[src/rtl/midterm2_pkg.sv]
// Shared register-map constants and helpers for the switch/button read-side
// user logic behind the AXI-Lite slave wrapper.
package midterm2_pkg;

  localparam logic [2:0] ADDR_STATE  = 3'd0;
  localparam logic [2:0] ADDR_EVENTS = 3'd1;
  localparam logic [2:0] ADDR_COUNT  = 3'd2;
  localparam logic [2:0] ADDR_STATUS = 3'd3;

  localparam int EVT_CNT_W = 16;

  // STATUS word: bit 1 mirrors the interrupt line, bit 0 says some input is high.
  function automatic logic [31:0] status_word(input logic irq, input logic any_high);
    return {30'h0, irq, any_high};
  endfunction

endpackage

[src/rtl/input_debouncer.sv]
// One input bit: 2-FF synchronizer followed by a debouncer that adopts the new
// level only after it has disagreed with the output for DEBOUNCE_CYCLES cycles.
module input_debouncer #(
  parameter int DEBOUNCE_CYCLES = 16
) (
  input  logic clk_i,
  input  logic rst_ni,
  input  logic sw_i,
  output logic deb_o
);

  localparam int CNT_W = $clog2(DEBOUNCE_CYCLES);
  localparam logic [CNT_W-1:0] CNT_LAST = CNT_W'(DEBOUNCE_CYCLES - 1);

  logic             sync1_q;
  logic             sync2_q;
  logic             deb_q;
  logic             deb_d;
  logic [CNT_W-1:0] cnt_q;
  logic [CNT_W-1:0] cnt_d;

  // cnt_q counts disagreeing cycles already seen; the last one flips the output.
  always_comb begin
    cnt_d = cnt_q;
    deb_d = deb_q;
    if (sync2_q == deb_q) begin
      cnt_d = '0;
    end else if (cnt_q == CNT_LAST) begin
      deb_d = sync2_q;
      cnt_d = '0;
    end else begin
      cnt_d = cnt_q + 1'b1;
    end
  end

  always_ff @(posedge clk_i or negedge rst_ni) begin
    if (!rst_ni) begin
      sync1_q <= 1'b0;
      sync2_q <= 1'b0;
      deb_q   <= 1'b0;
      cnt_q   <= '0;
    end else begin
      sync1_q <= sw_i;
      sync2_q <= sync1_q;
      deb_q   <= deb_d;
      cnt_q   <= cnt_d;
    end
  end

  assign deb_o = deb_q;

endmodule

[src/rtl/midterm2_input_user_logic.sv]
// Read-only register block for board switches/buttons: debounced state, sticky
// read-to-clear rise events, a wrapping event counter and a level interrupt.
module midterm2_input_user_logic
  import midterm2_pkg::*;
#(
  parameter int IN_WIDTH        = 8,
  parameter int DEBOUNCE_CYCLES = 16
) (
  input  logic                S_AXI_ACLK,
  input  logic                S_AXI_ARESETN,
  input  logic [IN_WIDTH-1:0] SW,
  input  logic                slv_reg_rden,
  input  logic [2:0]          axi_araddr,
  output logic [31:0]         S_AXI_RDATA,
  output logic                IRQ
);

  logic [IN_WIDTH-1:0]  deb;
  logic [IN_WIDTH-1:0]  deb_dly_q;
  logic [IN_WIDTH-1:0]  rise;
  logic [IN_WIDTH-1:0]  sticky_q;
  logic [IN_WIDTH-1:0]  sticky_d;
  logic [EVT_CNT_W-1:0] evt_cnt_q;
  logic [EVT_CNT_W-1:0] evt_cnt_d;
  logic                 irq_q;
  logic [31:0]          rdata_q;
  logic [31:0]          rdata_d;
  logic [31:0]          rd_word;
  logic                 clear;

  for (genvar i = 0; i < IN_WIDTH; i++) begin : g_deb
    input_debouncer #(
      .DEBOUNCE_CYCLES(DEBOUNCE_CYCLES)
    ) u_deb (
      .clk_i  (S_AXI_ACLK),
      .rst_ni (S_AXI_ARESETN),
      .sw_i   (SW[i]),
      .deb_o  (deb[i])
    );
  end

  assign rise  = deb & ~deb_dly_q;
  assign clear = slv_reg_rden && (axi_araddr == ADDR_EVENTS);

  // A rise landing in the clearing cycle survives the clear.
  assign sticky_d  = (clear ? '0 : sticky_q) | rise;
  assign evt_cnt_d = evt_cnt_q + {{(EVT_CNT_W-1){1'b0}}, |rise};

  // Read strobe: slv_reg_rden is a single-cycle request with axi_araddr valid in
  // the same cycle; data is registered and presented the following cycle, and
  // held unchanged until the next strobe.
  always_comb begin
    rd_word = '0;
    case (axi_araddr)
      ADDR_STATE:  rd_word = 32'(deb);
      ADDR_EVENTS: rd_word = 32'(sticky_q);
      ADDR_COUNT:  rd_word = {{(32-EVT_CNT_W){1'b0}}, evt_cnt_q};
      ADDR_STATUS: rd_word = status_word(irq_q, |deb);
      default:     rd_word = '0;
    endcase
  end

  assign rdata_d = slv_reg_rden ? rd_word : rdata_q;

  always_ff @(posedge S_AXI_ACLK or negedge S_AXI_ARESETN) begin
    if (!S_AXI_ARESETN) begin
      deb_dly_q <= '0;
      sticky_q  <= '0;
      evt_cnt_q <= '0;
      irq_q     <= 1'b0;
      rdata_q   <= '0;
    end else begin
      deb_dly_q <= deb;
      sticky_q  <= sticky_d;
      evt_cnt_q <= evt_cnt_d;
      irq_q     <= |sticky_q;
      rdata_q   <= rdata_d;
    end
  end

  assign S_AXI_RDATA = rdata_q;
  assign IRQ         = irq_q;

endmodule

[config.mk]
export PLATFORM = sky130hd
export DESIGN_NAME = midterm2_input_user_logic
export DESIGN_NICKNAME = d
export VERILOG_FILES = /design/src/rtl/midterm2_pkg.sv /design/src/rtl/input_debouncer.sv /design/src/rtl/midterm2_input_user_logic.sv
export SDC_FILE = /design/constraint.sdc
export NUM_CORES = 1
export LEC_CHECK = 0
export CAP_MARGIN = 40
export CORE_MARGIN = 2
export CORE_UTILIZATION = 50
export CTS_BUF_LIST = sky130_fd_sc_hd__clkbuf_16
export DETAILED_ROUTE_END_ITERATION = 10
export HOLD_SLACK_MARGIN = 0.02
export PLACE_DENSITY = 0.79
export SLEW_MARGIN = 20
export SYNTH_ARGS = -nofsm -noshare
export SYNTH_HDL_FRONTEND = slang
export SYNTH_SLANG_ARGS = --single-unit
[constraint.sdc]
create_clock -name S_AXI_ACLK -period 1.99 [get_ports S_AXI_ACLK]
set_input_delay 0.199 -clock S_AXI_ACLK [delete_from_list [all_inputs] [get_ports S_AXI_ACLK]]
set_output_delay 0.199 -clock S_AXI_ACLK [all_outputs]
set_load 0.02 [all_outputs]
==> results of run 1 <==
## critical path, cell delays in order, from the launching register on
cell     delay (ns)
dfrtp_1        0.37
nor2b_1        0.14
nor4_1         0.28
nand4_1        0.18
ha_2           0.23
ha_1           0.20
nand3_2        0.12
nor3_1         0.07
xor2_1         0.14
## per-stage QoR
step           setup slack, ns  total power [uW]  cells  instance area (um2)  utilization
2_1_floorplan           0.1239              2467    356                 4413            -
5_1_grt               0.004268              4347    502                 5116       0.5954
6_report                0.1365              4169    502                 5116       0.5954
3_5_place_dp           0.04162              2572    485                 4817       0.5606
3_3_place_gp           0.06489              2556    485                 4817       0.5606
4_1_cts                0.03383              4222    502                 5109       0.5945
## synth_stat cells, drive strengths merged, types with 2 or more instances
master / count
a22o: 16
xor2: 8
dfrtp: 105
nand4: 5
a21oi: 18
inv: 13
nand3: 15
and3: 2
ha: 11
nor4: 8
o21ai: 8
a21o: 5
o2bb2ai: 7
buf: 21
mux2: 8
nand4b: 9
nor2: 10
nor3: 4
xnor2: 22
nand2b: 3
nand2: 7
clkbuf: 2
mux2i: 7
nor3b: 8
nor2b: 15
## routing by layer
| metal | part of all wire | up-vias |
|---|---|---|
| li1 | - | 1275 |
| met1 | 0.44 | 1382 |
| met2 | 0.50 | 56 |
| met3 | 0.036 | 14 |
| met4 | 0.020 | 0 |
| met5 | 0 | - |
## sequential cells by signal, indices dropped and copies added (netlist names)
name and count:
deb_dly_q 8, g_deb.u_deb.cnt_q 32, g_deb.u_deb.deb_o 8, g_deb.u_deb.sync1_q 8
S_AXI_RDATA 16, IRQ 1, evt_cnt_q 16, g_deb.u_deb.sync2_q 8
sticky_q 8
## power by group through the flow
stage / Clock, uW / Sequential, uW / Combinational, uW
after detailed placement: 0 / 2310 / 266
after global routing: 1770 / 2280 / 300
after global placement: 0 / 2300 / 257
after CTS: 1690 / 2270 / 269
final: 1640 / 2270 / 264
after floorplan: 0 / 2300 / 170
## worst paths after layout
kind	startpoint	endpoint	slack, ns	cells after the start
worst max-delay path	g_deb[7].u_deb.deb_o	evt_cnt_q[10]	0.14	8
worst min-delay path	SW[2]	g_deb[2].u_deb.sync1_q	0.29	1
worst max register to register	g_deb[7].u_deb.deb_o	evt_cnt_q[10]	0.14	8
worst min register to register	g_deb[5].u_deb.sync1_q	g_deb[5].u_deb.sync2_q	0.35	0
max in group asynchronous	S_AXI_ARESETN	g_deb[2].u_deb.sync2_q	1.02	3
min in group asynchronous	S_AXI_ARESETN	S_AXI_RDATA[9]	0.39	2
## cell type report
cell class / instances / area (um2) / area share
repair buffers: 45 / 437.9 / 0.08560
clock inverters: 7 / 56.30 / 0.01101
multi-input cells: 215 / 1585 / 0.3099
flip-flops and latches: 105 / 2628 / 0.5136
clock buffers: 9 / 225.2 / 0.04402
well taps: 108 / 135.1 / 0.02641
inverters: 13 / 48.80 / 0.009538
## what timing repair did
action / in CTS / in global routing
endpoints found under the setup margin: 0 / 5
hold buffers: 1 / 0
resized for setup: 0 / 2
hold endpoints to repair: 40 / 0
## kinds of logic (layout without fill, tap and decap cells)
logic type / Yosys count / in the layout / synth area share
XOR/XNOR: 30 / 30 / 0.06031
flip-flops: 105 / 105 / 0.6031
adder cells (fa/ha/maj): 11 / 11 / 0.03159
multiplexers: 16 / 16 / 0.04193
buffers and inverters: 36 / 74 / 0.04768
AND/OR/NAND/NOR: 87 / 87 / 0.1275
other: 1 / 16 / 0.0008607
AO/OA/AOI/OAI: 55 / 55 / 0.08702
## cell usage in the layout, fill, tap and decap left out, types with 4 or more instances in the layout
cell type / count
xnor2_1: 22
nand3_1: 14
mux2i_1: 7
inv_1: 13
mux2_2: 8
a22o_1: 16
clkdlybuf4s50_1: 29
xor2_1: 8
nand2_1: 7
clkbuf_16: 9
nand4b_1: 9
o2bb2ai_1: 7
nor2b_1: 15
a21o_1: 5
conb_1: 16
nor2_1: 10
dfrtp_1: 105
nor3_1: 4
buf_4: 13
o21ai_0: 8
nor3b_1: 8
a21oi_1: 18
nor4_1: 5
clkinv_4: 5
ha_1: 10
==> results by group, run 1 <==
Run status
  • Outcome: complete, no violations

GRT
  • Global-route wire length before repair: 12960 um
  • Largest net degree at the start of global routing: 43
  • Met3 usage: 0.03741
  • Gr usage total: 0.1698
  • Met1 global-route usage: 0.2143
  • Gr ovfl total: 0
  • Vias in the first global route: 2795
  • Layer carrying the most global-route usage: met2
  • Met2 usage: 0.2837
  • Initial antenna violation count: 0

Critical path
  • Largest driver fanout on the critical path: 4
  • Worst EP required: 2.21 ns
  • Crit Path Category: reg -> reg
  • WP data arrival: 2.07 ns
  • Crit end category: flop
  • CP Launch Type: flop

Power
  • Clk pwr share: 0.393
  • Comb pwr share: 0.063
  • Max VDD drop: 0.4370 mV
  • Sw power: 993.6 uW
  • Leak Pwr: 0.002422 uW
  • Reg power frac: 0.544
  • Switching share of power: 0.2384
  • Power per cell area: 814.8 mW/mm2
  • Internal Power: 3175 uW

Routing
  • DRC Markers: 0
  • DR vias: 2727
  • Initial DRC count: 59
  • Routed WL: 7526 um
  • Vias per cell: 5.432
  • Drt first pass iters: 4
  • Routed wire length per instance: 14.99 um
  • ANT nets after route: 0

Placed design
  • Gpl congestion: 0.8445
  • IO Port Bufs: 30
  • Final HPWL DP: 5336 um

Floorplan
  • Vert. Die Dim: 97.35 um
  • I/O pin cnt: 47
  • Die area: 0.009476 mm2
  • Starting Density: 0.5070
  • Die width: 97.35 um
  • Core area: 0.008593 mm2
  • Site row count: 34

Clocking
  • Worst-Skew Late Latency: 0.35 ns
  • Num Clock Sinks: 105
  • Max clock buf depth: 2
  • # H-tree levels: 3
  • Clock Pin Slew Worst Setup and Hold Paths: 0.07 ns
  • Clk root buf: clkbuf_16
  • CTS Buf Count: 9
  • CTS tree: yes
  • Setup bufs post-CTS: 0

Timing
  • Worst Tran Pin Value: 0.5958 ns
  • Max Slew Vio Count: 0
  • Final hold slack: 0.2905 ns
  • Setup tns final: 0 ns
  • Period Utilization, post-route: 0.9314
  • RSZ-0062 raised after global routing: false
  • Layout Skew: 0.007530 ns
  • Rel. slew slack: 0.6020
  • Final setup fails: 0
  • Max Freq: 0.5395 GHz
  • Final Hold Viols: 0
  • Final min period: 1.854 ns

Yosys
  • Area fraction of the dominant cell type after synthesis: 0.6031
  • Post-synthesis register bit count: 105
  • Post-synth cell types: 34
  • Post-synth top area cell: dfrtp_1
  • Synth Flop Type: dfrtp_1
  • Post-Synthesis Cells: 341
  • Post-synth ARST share: 1.000
  • Post-synth EDFFs: 0
  • Yosys warnings: 0
  • Synth top area cells: dfrtp_1 (60%), xnor2_1 (4.4%), a22o_1 (3.2%), ha_1 (3.2%), buf_4 (2.8%)
  • Avg Inst Size Synth: 12.78 um2
  • Register area share after synthesis: 0.6031
  • Synth Cell Area: 0.004357 mm2

Job
  • Max-cap violations: 0

Finish
  • FILL cells: 674
  • Layout cell share with drive strength beyond 1: 0.1168
  • Diode count: 0
  • NumNets Final: 414
  • Area grow syn2layout: 17.43%

Hold path
  • Worst Hold Class: in -> reg
(Power assumes the default switching activity.)
==> run 2, diff against run 1 <==
==> constraint.sdc (replaced) <==
create_clock -name S_AXI_ACLK -period 1.99 [get_ports S_AXI_ACLK]
set_input_delay 0.199 -clock S_AXI_ACLK [delete_from_list [all_inputs] [get_ports S_AXI_ACLK]]
set_output_delay 0.199 -clock S_AXI_ACLK [all_outputs]
set_load 0.05 [all_outputs]
==> results of run 2 <==
Same layout as run 1 (identical final DEF). Status: complete, no violations.
Among the figures that moved: total power 4169 uW -> 4222 uW; worst IR drop on VDD 0.4370 mV -> 0.4384 mV
